### config.mk
export PLATFORM = sky130hd
export DESIGN_NAME = bip_program_loader_flat
export DESIGN_NICKNAME = d
export VERILOG_FILES = /design/src/rtl/bip_program_loader_pkg.sv /design/src/rtl/bip_program_loader_if.sv /design/src/rtl/bip_program_loader_timeout.sv /design/src/rtl/bip_program_loader.sv /design/src/flat_wrapper.sv
export SDC_FILE = /design/constraint.sdc
export NUM_CORES = 1
export LEC_CHECK = 0
export ABC_AREA = 1
export BUFFER_PORTS_ARGS = -buffer_cell sky130_fd_sc_hd__buf_4
export CORE_MARGIN = 10
export CORE_UTILIZATION = 50
export DETAILED_ROUTE_END_ITERATION = 7
export PLACE_DENSITY = 0.72
export SETUP_SLACK_MARGIN = 0.1
export SYNTH_ARGS = -nofsm -noshare
export SYNTH_HDL_FRONTEND = slang
export SYNTH_HIERARCHICAL = 1
export SYNTH_SLANG_ARGS = --single-unit
### constraint.sdc
create_clock -name i_clock -period 3.6 [get_ports i_clock]
set_input_delay 0 -clock i_clock [delete_from_list [all_inputs] [get_ports i_clock]]
set_output_delay 0 -clock i_clock [all_outputs]
set_load 0.01 [all_outputs]
### src/rtl/bip_program_loader_pkg.sv
// -----------------------------------------------------------------------------
// bip_program_loader_pkg
// Shared constants for the BIP program loader: opcode set, loader state
// encodings, error codes and the opcode legality helper.
// No ports (package).
// -----------------------------------------------------------------------------
package bip_program_loader_pkg;

  // BIP opcodes, in encoding order. Anything above OP_SUBI is illegal.
  typedef enum logic [4:0] {
    OP_HALT = 5'd0,
    OP_STO  = 5'd1,
    OP_LD   = 5'd2,
    OP_LDI  = 5'd3,
    OP_ADD  = 5'd4,
    OP_ADDI = 5'd5,
    OP_SUB  = 5'd6,
    OP_SUBI = 5'd7
  } opcode_e;

  // Loader FSM encodings
  localparam logic [2:0] ST_IDLE    = 3'd0;
  localparam logic [2:0] ST_WAIT_HI = 3'd1;
  localparam logic [2:0] ST_WAIT_LO = 3'd2;
  localparam logic [2:0] ST_WRITE   = 3'd3;
  localparam logic [2:0] ST_DONE    = 3'd4;
  localparam logic [2:0] ST_ERROR   = 3'd5;

  // Error codes reported on o_error_code
  localparam logic [1:0] ERR_NONE     = 2'b00;
  localparam logic [1:0] ERR_OPCODE   = 2'b01;
  localparam logic [1:0] ERR_OVERFLOW = 2'b10;
  localparam logic [1:0] ERR_TIMEOUT  = 2'b11;

  function automatic logic opcode_ok(input logic [4:0] op);
    return op <= 5'(OP_SUBI);
  endfunction

endpackage

### src/rtl/bip_program_loader_if.sv
// -----------------------------------------------------------------------------
// bip_program_loader_if
// Groups the loader's byte-stream input, program-memory write port and status
// outputs.
//   master : loader side (consumes start/rx, drives memory write + status)
//   slave  : environment side (drives start/rx, observes memory write + status)
// -----------------------------------------------------------------------------
interface bip_program_loader_if #(
  parameter int NB_BYTE        = 8,
  parameter int NB_INSTRUCTION = 16,
  parameter int NB_ADDR        = 10
);
  logic                      i_start;
  logic [NB_BYTE-1:0]        i_rx_data;
  logic                      i_rx_valid;
  logic                      o_prog_wr_enb;
  logic [NB_ADDR-1:0]        o_prog_addr;
  logic [NB_INSTRUCTION-1:0] o_prog_data;
  logic                      o_busy;
  logic                      o_done;
  logic                      o_cpu_enable;
  logic                      o_error;
  logic [1:0]                o_error_code;
  logic [NB_ADDR:0]          o_instr_count;

  modport master (
    input  i_start, i_rx_data, i_rx_valid,
    output o_prog_wr_enb, o_prog_addr, o_prog_data,
    output o_busy, o_done, o_cpu_enable, o_error, o_error_code, o_instr_count
  );

  modport slave (
    output i_start, i_rx_data, i_rx_valid,
    input  o_prog_wr_enb, o_prog_addr, o_prog_data,
    input  o_busy, o_done, o_cpu_enable, o_error, o_error_code, o_instr_count
  );
endinterface

### src/rtl/bip_program_loader_timeout.sv
// -----------------------------------------------------------------------------
// loader_timeout
// Idle-cycle counter for the program loader. Counts cycles while i_enable is
// high; o_expired flags the cycle that would be the TIMEOUT_CYCLES-th counted
// idle cycle, so the owner can leave on the edge that ends it.
//   i_clock   : clock, rising edge
//   i_reset   : asynchronous reset, active-low
//   i_enable  : count this cycle
//   i_clear   : synchronous clear (wins over enable)
//   o_expired : terminal idle cycle reached
// -----------------------------------------------------------------------------
module loader_timeout #(
  parameter int TIMEOUT_CYCLES = 50000
) (
  input  logic i_clock,
  input  logic i_reset,
  input  logic i_enable,
  input  logic i_clear,
  output logic o_expired
);
  localparam int CNT_W = (TIMEOUT_CYCLES > 1) ? $clog2(TIMEOUT_CYCLES) : 1;
  localparam logic [CNT_W-1:0] LAST = CNT_W'(TIMEOUT_CYCLES - 1);

  logic [CNT_W-1:0] cnt_q, cnt_d;

  assign o_expired = i_enable && (cnt_q == LAST);

  always_comb begin
    cnt_d = cnt_q;
    if (i_clear)
      cnt_d = '0;
    else if (i_enable && (cnt_q != LAST))
      cnt_d = cnt_q + 1'b1;
  end

  always_ff @(posedge i_clock or negedge i_reset) begin
    if (!i_reset) cnt_q <= '0;
    else          cnt_q <= cnt_d;
  end
endmodule

### src/rtl/bip_program_loader.sv
// -----------------------------------------------------------------------------
// bip_program_loader
// Writer side of the BIP instruction path. Packs pairs of UART bytes into
// 16-bit instructions {opcode, operand}, writes them to program memory at
// consecutive addresses, stops on HALT and then releases the CPU.
//   i_clock : clock, rising edge
//   i_reset : asynchronous reset, active-low
//   bus     : master modport of bip_program_loader_if
//             in : i_start, i_rx_data, i_rx_valid
//             out: o_prog_wr_enb/o_prog_addr/o_prog_data (memory write),
//                  o_busy, o_done, o_cpu_enable, o_error, o_error_code,
//                  o_instr_count
// -----------------------------------------------------------------------------
module bip_program_loader
  import bip_program_loader_pkg::*;
#(
  parameter int NB_OPCODE      = 5,
  parameter int NB_OPERAND     = 11,
  parameter int NB_INSTRUCTION = 16,
  parameter int NB_BYTE        = 8,
  parameter int NB_ADDR        = 10,
  parameter int TIMEOUT_CYCLES = 50000
) (
  input  logic                  i_clock,
  input  logic                  i_reset,
  bip_program_loader_if.master  bus
);

  logic [2:0]          state_q, state_d;
  logic [NB_ADDR-1:0]  addr_q, addr_d;
  logic [NB_ADDR:0]    count_q, count_d;
  logic [NB_BYTE-1:0]  hi_q, hi_d;
  logic [NB_BYTE-1:0]  lo_q, lo_d;
  logic [1:0]          err_q, err_d;

  logic                      tmo_enable, tmo_clear, tmo_expired;
  logic [NB_INSTRUCTION-1:0] word;
  logic [NB_OPCODE-1:0]      word_op, rx_op;
  logic                      in_write;

  assign word    = {hi_q, lo_q};
  assign word_op = word[NB_OPERAND +: NB_OPCODE];
  // Opcode of an incoming high byte sits in its top bits
  assign rx_op   = bus.i_rx_data[NB_BYTE-1 -: NB_OPCODE];

  // Only the byte-waiting states are subject to the inter-byte timeout
  assign tmo_enable = ((state_q == ST_WAIT_HI) || (state_q == ST_WAIT_LO)) && !bus.i_rx_valid;

  loader_timeout #(
    .TIMEOUT_CYCLES(TIMEOUT_CYCLES)
  ) u_timeout (
    .i_clock  (i_clock),
    .i_reset  (i_reset),
    .i_enable (tmo_enable),
    .i_clear  (tmo_clear),
    .o_expired(tmo_expired)
  );

  always_comb begin
    state_d   = state_q;
    addr_d    = addr_q;
    count_d   = count_q;
    hi_d      = hi_q;
    lo_d      = lo_q;
    err_d     = err_q;
    tmo_clear = 1'b0;

    case (state_q)
      ST_IDLE, ST_DONE, ST_ERROR: begin
        if (bus.i_start) begin
          state_d   = ST_WAIT_HI;
          addr_d    = '0;
          count_d   = '0;
          err_d     = ERR_NONE;
          tmo_clear = 1'b1;
        end
      end

      ST_WAIT_HI: begin
        // A byte on the terminal idle cycle takes priority over the timeout
        if (bus.i_rx_valid) begin
          hi_d      = bus.i_rx_data;
          tmo_clear = 1'b1;
          if (opcode_ok(rx_op)) begin
            state_d = ST_WAIT_LO;
          end else begin
            state_d = ST_ERROR;
            err_d   = ERR_OPCODE;
          end
        end else if (tmo_expired) begin
          state_d = ST_ERROR;
          err_d   = ERR_TIMEOUT;
        end
      end

      ST_WAIT_LO: begin
        if (bus.i_rx_valid) begin
          lo_d      = bus.i_rx_data;
          tmo_clear = 1'b1;
          state_d   = ST_WRITE;
        end else if (tmo_expired) begin
          state_d = ST_ERROR;
          err_d   = ERR_TIMEOUT;
        end
      end

      ST_WRITE: begin
        addr_d  = addr_q + 1'b1;
        count_d = count_q + 1'b1;
        if (word_op == 5'(OP_HALT)) begin
          state_d = ST_DONE;
        end else if (addr_q == {NB_ADDR{1'b1}}) begin
          state_d = ST_ERROR;
          err_d   = ERR_OVERFLOW;
        end else begin
          state_d = ST_WAIT_HI;
          // A byte arriving during the write cycle is the next high byte
          if (bus.i_rx_valid) begin
            hi_d      = bus.i_rx_data;
            tmo_clear = 1'b1;
            if (opcode_ok(rx_op)) begin
              state_d = ST_WAIT_LO;
            end else begin
              state_d = ST_ERROR;
              err_d   = ERR_OPCODE;
            end
          end
        end
      end

      default: state_d = ST_IDLE;
    endcase
  end

  always_ff @(posedge i_clock or negedge i_reset) begin
    if (!i_reset) begin
      state_q <= ST_IDLE;
      addr_q  <= '0;
      count_q <= '0;
      hi_q    <= '0;
      lo_q    <= '0;
      err_q   <= ERR_NONE;
    end else begin
      state_q <= state_d;
      addr_q  <= addr_d;
      count_q <= count_d;
      hi_q    <= hi_d;
      lo_q    <= lo_d;
      err_q   <= err_d;
    end
  end

  // Moore outputs decoded from registered state
  assign in_write          = (state_q == ST_WRITE);
  assign bus.o_prog_wr_enb = in_write;
  assign bus.o_prog_addr   = in_write ? addr_q : '0;
  assign bus.o_prog_data   = in_write ? word : '0;
  assign bus.o_busy        = (state_q == ST_WAIT_HI) || (state_q == ST_WAIT_LO) || in_write;
  assign bus.o_done        = (state_q == ST_DONE);
  assign bus.o_cpu_enable  = (state_q == ST_DONE);
  assign bus.o_error       = (state_q == ST_ERROR);
  assign bus.o_error_code  = err_q;
  assign bus.o_instr_count = count_q;

endmodule

### src/flat_wrapper.sv
// flat-port wrapper written by rule: the top's interface ports become plain ports
module bip_program_loader_flat import bip_program_loader_pkg::*;
#(
  parameter int NB_OPCODE      = 5,
  parameter int NB_OPERAND     = 11,
  parameter int NB_INSTRUCTION = 16,
  parameter int NB_BYTE        = 8,
  parameter int NB_ADDR        = 10,
  parameter int TIMEOUT_CYCLES = 50000
)
  (i_clock, i_reset, bus_i_start, bus_i_rx_data, bus_i_rx_valid, bus_o_prog_wr_enb, bus_o_prog_addr, bus_o_prog_data, bus_o_busy, bus_o_done, bus_o_cpu_enable, bus_o_error, bus_o_error_code, bus_o_instr_count);
  bip_program_loader_if #(.NB_BYTE(NB_BYTE), .NB_INSTRUCTION(NB_INSTRUCTION), .NB_ADDR(NB_ADDR)) bus_i ();
  input  logic i_clock;
  input  logic i_reset;
  input wire logic [$bits(bus_i.i_start)-1:0] bus_i_start;
  input wire logic [$bits(bus_i.i_rx_data)-1:0] bus_i_rx_data;
  input wire logic [$bits(bus_i.i_rx_valid)-1:0] bus_i_rx_valid;
  output wire logic [$bits(bus_i.o_prog_wr_enb)-1:0] bus_o_prog_wr_enb;
  output wire logic [$bits(bus_i.o_prog_addr)-1:0] bus_o_prog_addr;
  output wire logic [$bits(bus_i.o_prog_data)-1:0] bus_o_prog_data;
  output wire logic [$bits(bus_i.o_busy)-1:0] bus_o_busy;
  output wire logic [$bits(bus_i.o_done)-1:0] bus_o_done;
  output wire logic [$bits(bus_i.o_cpu_enable)-1:0] bus_o_cpu_enable;
  output wire logic [$bits(bus_i.o_error)-1:0] bus_o_error;
  output wire logic [$bits(bus_i.o_error_code)-1:0] bus_o_error_code;
  output wire logic [$bits(bus_i.o_instr_count)-1:0] bus_o_instr_count;
  assign bus_i.i_start = bus_i_start;
  assign bus_i.i_rx_data = bus_i_rx_data;
  assign bus_i.i_rx_valid = bus_i_rx_valid;
  assign bus_o_prog_wr_enb = bus_i.o_prog_wr_enb;
  assign bus_o_prog_addr = bus_i.o_prog_addr;
  assign bus_o_prog_data = bus_i.o_prog_data;
  assign bus_o_busy = bus_i.o_busy;
  assign bus_o_done = bus_i.o_done;
  assign bus_o_cpu_enable = bus_i.o_cpu_enable;
  assign bus_o_error = bus_i.o_error;
  assign bus_o_error_code = bus_i.o_error_code;
  assign bus_o_instr_count = bus_i.o_instr_count;
  bip_program_loader #(.NB_OPCODE(NB_OPCODE), .NB_OPERAND(NB_OPERAND), .NB_INSTRUCTION(NB_INSTRUCTION), .NB_BYTE(NB_BYTE), .NB_ADDR(NB_ADDR), .TIMEOUT_CYCLES(TIMEOUT_CYCLES)) u_core (.i_clock(i_clock), .i_reset(i_reset), .bus(bus_i));
endmodule
==> run summary <==
status = complete, no violations
WP data arrival = 2700 ps
routability cong. = 0.821
die width = 105 um
hold crit path type = primary input to flip-flop
Worst-path clk slew = 70 ps
final setup TNS = 0 ps
Synth Register Bits = 58
Antenna diodes = 0
Final period util = 68.8%
H-tree depth reported by CTS = 3
post-synthesis cell type count = 33
Async SR Flop Fraction = 100%
post-DP HPWL = 6420 um
CP Class = flip-flop to flip-flop
Seq/Total Area, Yosys = 40.5%
dominant cell type by area after synthesis = dfrtp_1
I/O Buffers = 55
Placed Cells = 657
Max-slew headroom = 52.6%
clock skew = 11.1 ps
P_int = 1390 uW
R2R Path Start = u_core/state_q[2]
Die Area = 0.0110 sq mm
detailed router's first-iteration violation count = 215
critical path's most frequent cell = nand2_1
Final nets = 597
Mapped Area = 0.00358 sq mm
layout cells sized above 1 = 17.9%
crit-path max cell delay = 430 ps
Vias = 3469
hold_sp = bus_i_rx_valid
Synth Warn # = 6
final hold vios = 0
Maximum Capacitance Violations = 0
post-layout util = 63.0%
reg2reg end = u_core/u_timeout/cnt_q[10]
core box area = 0.00687 sq mm
grt ovf = 0
hold depth = 3
gr usage total = 16.1%
part of the power in registers = 37.8%
Post-CTS Setup Bufs = 0
wire length of the first global-routing pass = 15100 um
sw frac = 41.2%
Tightest Pin Transition = 711 ps
Critical Path Sink Type = flip-flop
slowest CP cell = dfrtp_1
Comb pwr share = 37.2%
Row Count = 30
Synth top area share = 40.5%
vias in the first global route = 3282
clock tree buffer depth = 2
most common cell in the synthesized netlist = nand2_1
Synth area leaders = dfrtp_1 41%, nand2_1 15%, inv_1 8.5%, nor2_1 7.9%, nand3_1 4.9%
initial core utilization = 52.2%
PwrDens = 544 mW/mm^2
Post-Route WL = 8910 um
number of fill cells = 606
Leak = 0.00219 uW
Critical Path RT = 3830 ps
initial antenna violation count = 0
Max VDD drop = 0.377 mV
Clock Sinks = 58
Tmin final = 2480 ps
Final Non-Filler Cells = 683
# setup viols final = 0
flop-to-flop setup slack = 1120 ps
DR DRC count = 0
CTS tree = built
clk_lat worst skew = 350 ps
sequential cell area = 0.00145 sq mm
Avg Vias per Cell = 5.08
Root Buffer = clkbuf_8
RSZ-0062 raised after global routing = false
ANT nets after route = 0
Commonest cells post-synth = 140 x nand2_1, 81 x inv_1, 75 x nor2_1
CTS Buf Count = 9
Wirelength per Cell = 13.0 um
EDFF count, synth = 0
Slew Limit Fails = 0
Detailed Routing Iterations Pass 1 = 7
pin count of the biggest net entering global routing = 59
Ports = 56
Mean Syn Cell Area = 6.94 sq um
area grow syn2layout = 20.8%
cells on worst reg2reg path = 12
Synth Flop Type = dfrtp_1
critical path cell sequence = inv_1 > nand2_1 > inv_1 > nand2_1 > nand2_1 > inv_1 > o211ai_1 > inv_1 > nand2_4 > clkinv_2 > nand2_1 > nand2_1
Peak Freq = 404 MHz
critical path startpoint category = flip-flop
Net Sw Power = 970 uW
Die Ht = 105 um
Synth Instances = 516
area of the multi-input gates = 0.00172 sq mm
Hold Path Sink = u_core/state_q[1]
clock share of power = 25.0%
Crit Path Max Fanout = 12
Mapped Nets = 531
-- worst max-delay path, delay by kind of cell, from the launching register on --
| kind | cells | cell delay [ps] |
|---|---|---|
| simple gates | 6 | 720 |
| buf+inv | 5 | 840 |
| flops | 1 | 430 |
| compound gates | 1 | 370 |
-- sequential cells by signal, summed over array words and instances (netlist names) --
signal and flops:
u_core/bus.o_instr_count 11, u_core/bus.o_error_code 2, u_core/lo_q 8, u_core/hi_q 8, u_core/state_q 3, u_core/u_timeout/cnt_q 16, u_core/addr_q 10
-- through the flow --
step | power, uW | setup slack [ps] | hold slack, ps | instance area, sq um
floorplan | 1530 | 1680 | -296 | 3580
global placement | 1750 | 1320 | 110 | 4040
detailed placement | 1770 | 1190 | 109 | 4040
CTS | 2370 | 1170 | 1.95 | 4330
global route | 2530 | 907 | 44.3 | 4330
finish | 2360 | 1120 | 15.5 | 4330
-- worst max path at each step --
stage	from	endpoint	slack, ps
final	u_core/state_q[2]	u_core/u_timeout/cnt_q[10]	1120
after global routing	u_core/state_q[2]	u_core/u_timeout/cnt_q[9]	910
after CTS	u_core/state_q[2]	u_core/u_timeout/cnt_q[12]	1170
after detailed placement	u_core/state_q[2]	u_core/u_timeout/cnt_q[7]	1190
after global placement	u_core/state_q[2]	u_core/u_timeout/cnt_q[9]	1320
after floorplan	u_core/state_q[2]	u_core/u_timeout/cnt_q[11]	1680
-- per-layer routing --
metal | share of wire [%] | vias up | global-route usage (%)
met5 | 0 | - | 0
met4 | 1.5 | 0 | 6.86
met3 | 5.3 | 13 | 4.05
met2 | 48 | 84 | 26.1
met1 | 45 | 1618 | 20.0
li1 | - | 1754 | -
-- cells in the final DEF, fill, tap and decap left out, types with 2 or more instances in the layout --
cell / synthesis / routed
buf_4: 2 / 56
xor2_1: 6 / 6
nand3_1: 35 / 35
o21bai_1: 3 / 3
nor3_1: 4 / 4
nor2_4: 3 / 3
inv_2: 6 / 6
ha_1: 3 / 3
inv_1: 81 / 81
nand2_1: 140 / 140
dlygate4sd3_1: 0 / 10
clkbuf_8: 0 / 9
nand4_1: 19 / 19
nor2_2: 4 / 4
clkinv_2: 1 / 5
nand2_4: 2 / 2
o22ai_1: 5 / 5
nand2_2: 7 / 7
o211ai_1: 2 / 2
o21ai_2: 8 / 8
dfrtp_1: 58 / 58
nor2_1: 75 / 75
o21ai_0: 35 / 35
-- timing repair --
action / CTS / global route
hold buffers: 10 / 0
endpoints found under the hold margin: 75 / 0
resized for setup: 0 / 0
-- power groups by stage --
| stage | clock network (uW) | registers, uW | logic [uW] |
|---|---|---|---|
| floorplan | 0 | 886 | 646 |
| global placement | 0 | 896 | 851 |
| detailed placement | 0 | 902 | 866 |
| CTS | 603 | 891 | 878 |
| global route | 632 | 910 | 989 |
| finish | 589 | 891 | 877 |
-- kinds of logic (layout without fill, tap and decap cells) --
family / count (synthesis) / in the layout / share of synthesized area (%)
AND/OR/NAND/NOR: 293 / 293 / 35.9
buffers and inverters: 99 / 170 / 11.5
flip-flops: 58 / 58 / 40.5
AO/OA/AOI/OAI: 57 / 57 / 9.57
XOR/XNOR: 6 / 6 / 1.47
adder cells (fa/ha/maj): 3 / 3 / 1.05
-- layout make-up --
class / count / area share [%]
flip-flops and latches: 58 / 33.5
clock buffers: 10 / 2.95
repair buffers: 66 / 12.0
clock inverters: 6 / 1.33
well taps: 96 / 2.77
multi-input cells: 359 / 39.7
inverters: 88 / 7.66
Note: power is estimated with default switching activity, not from simulation.
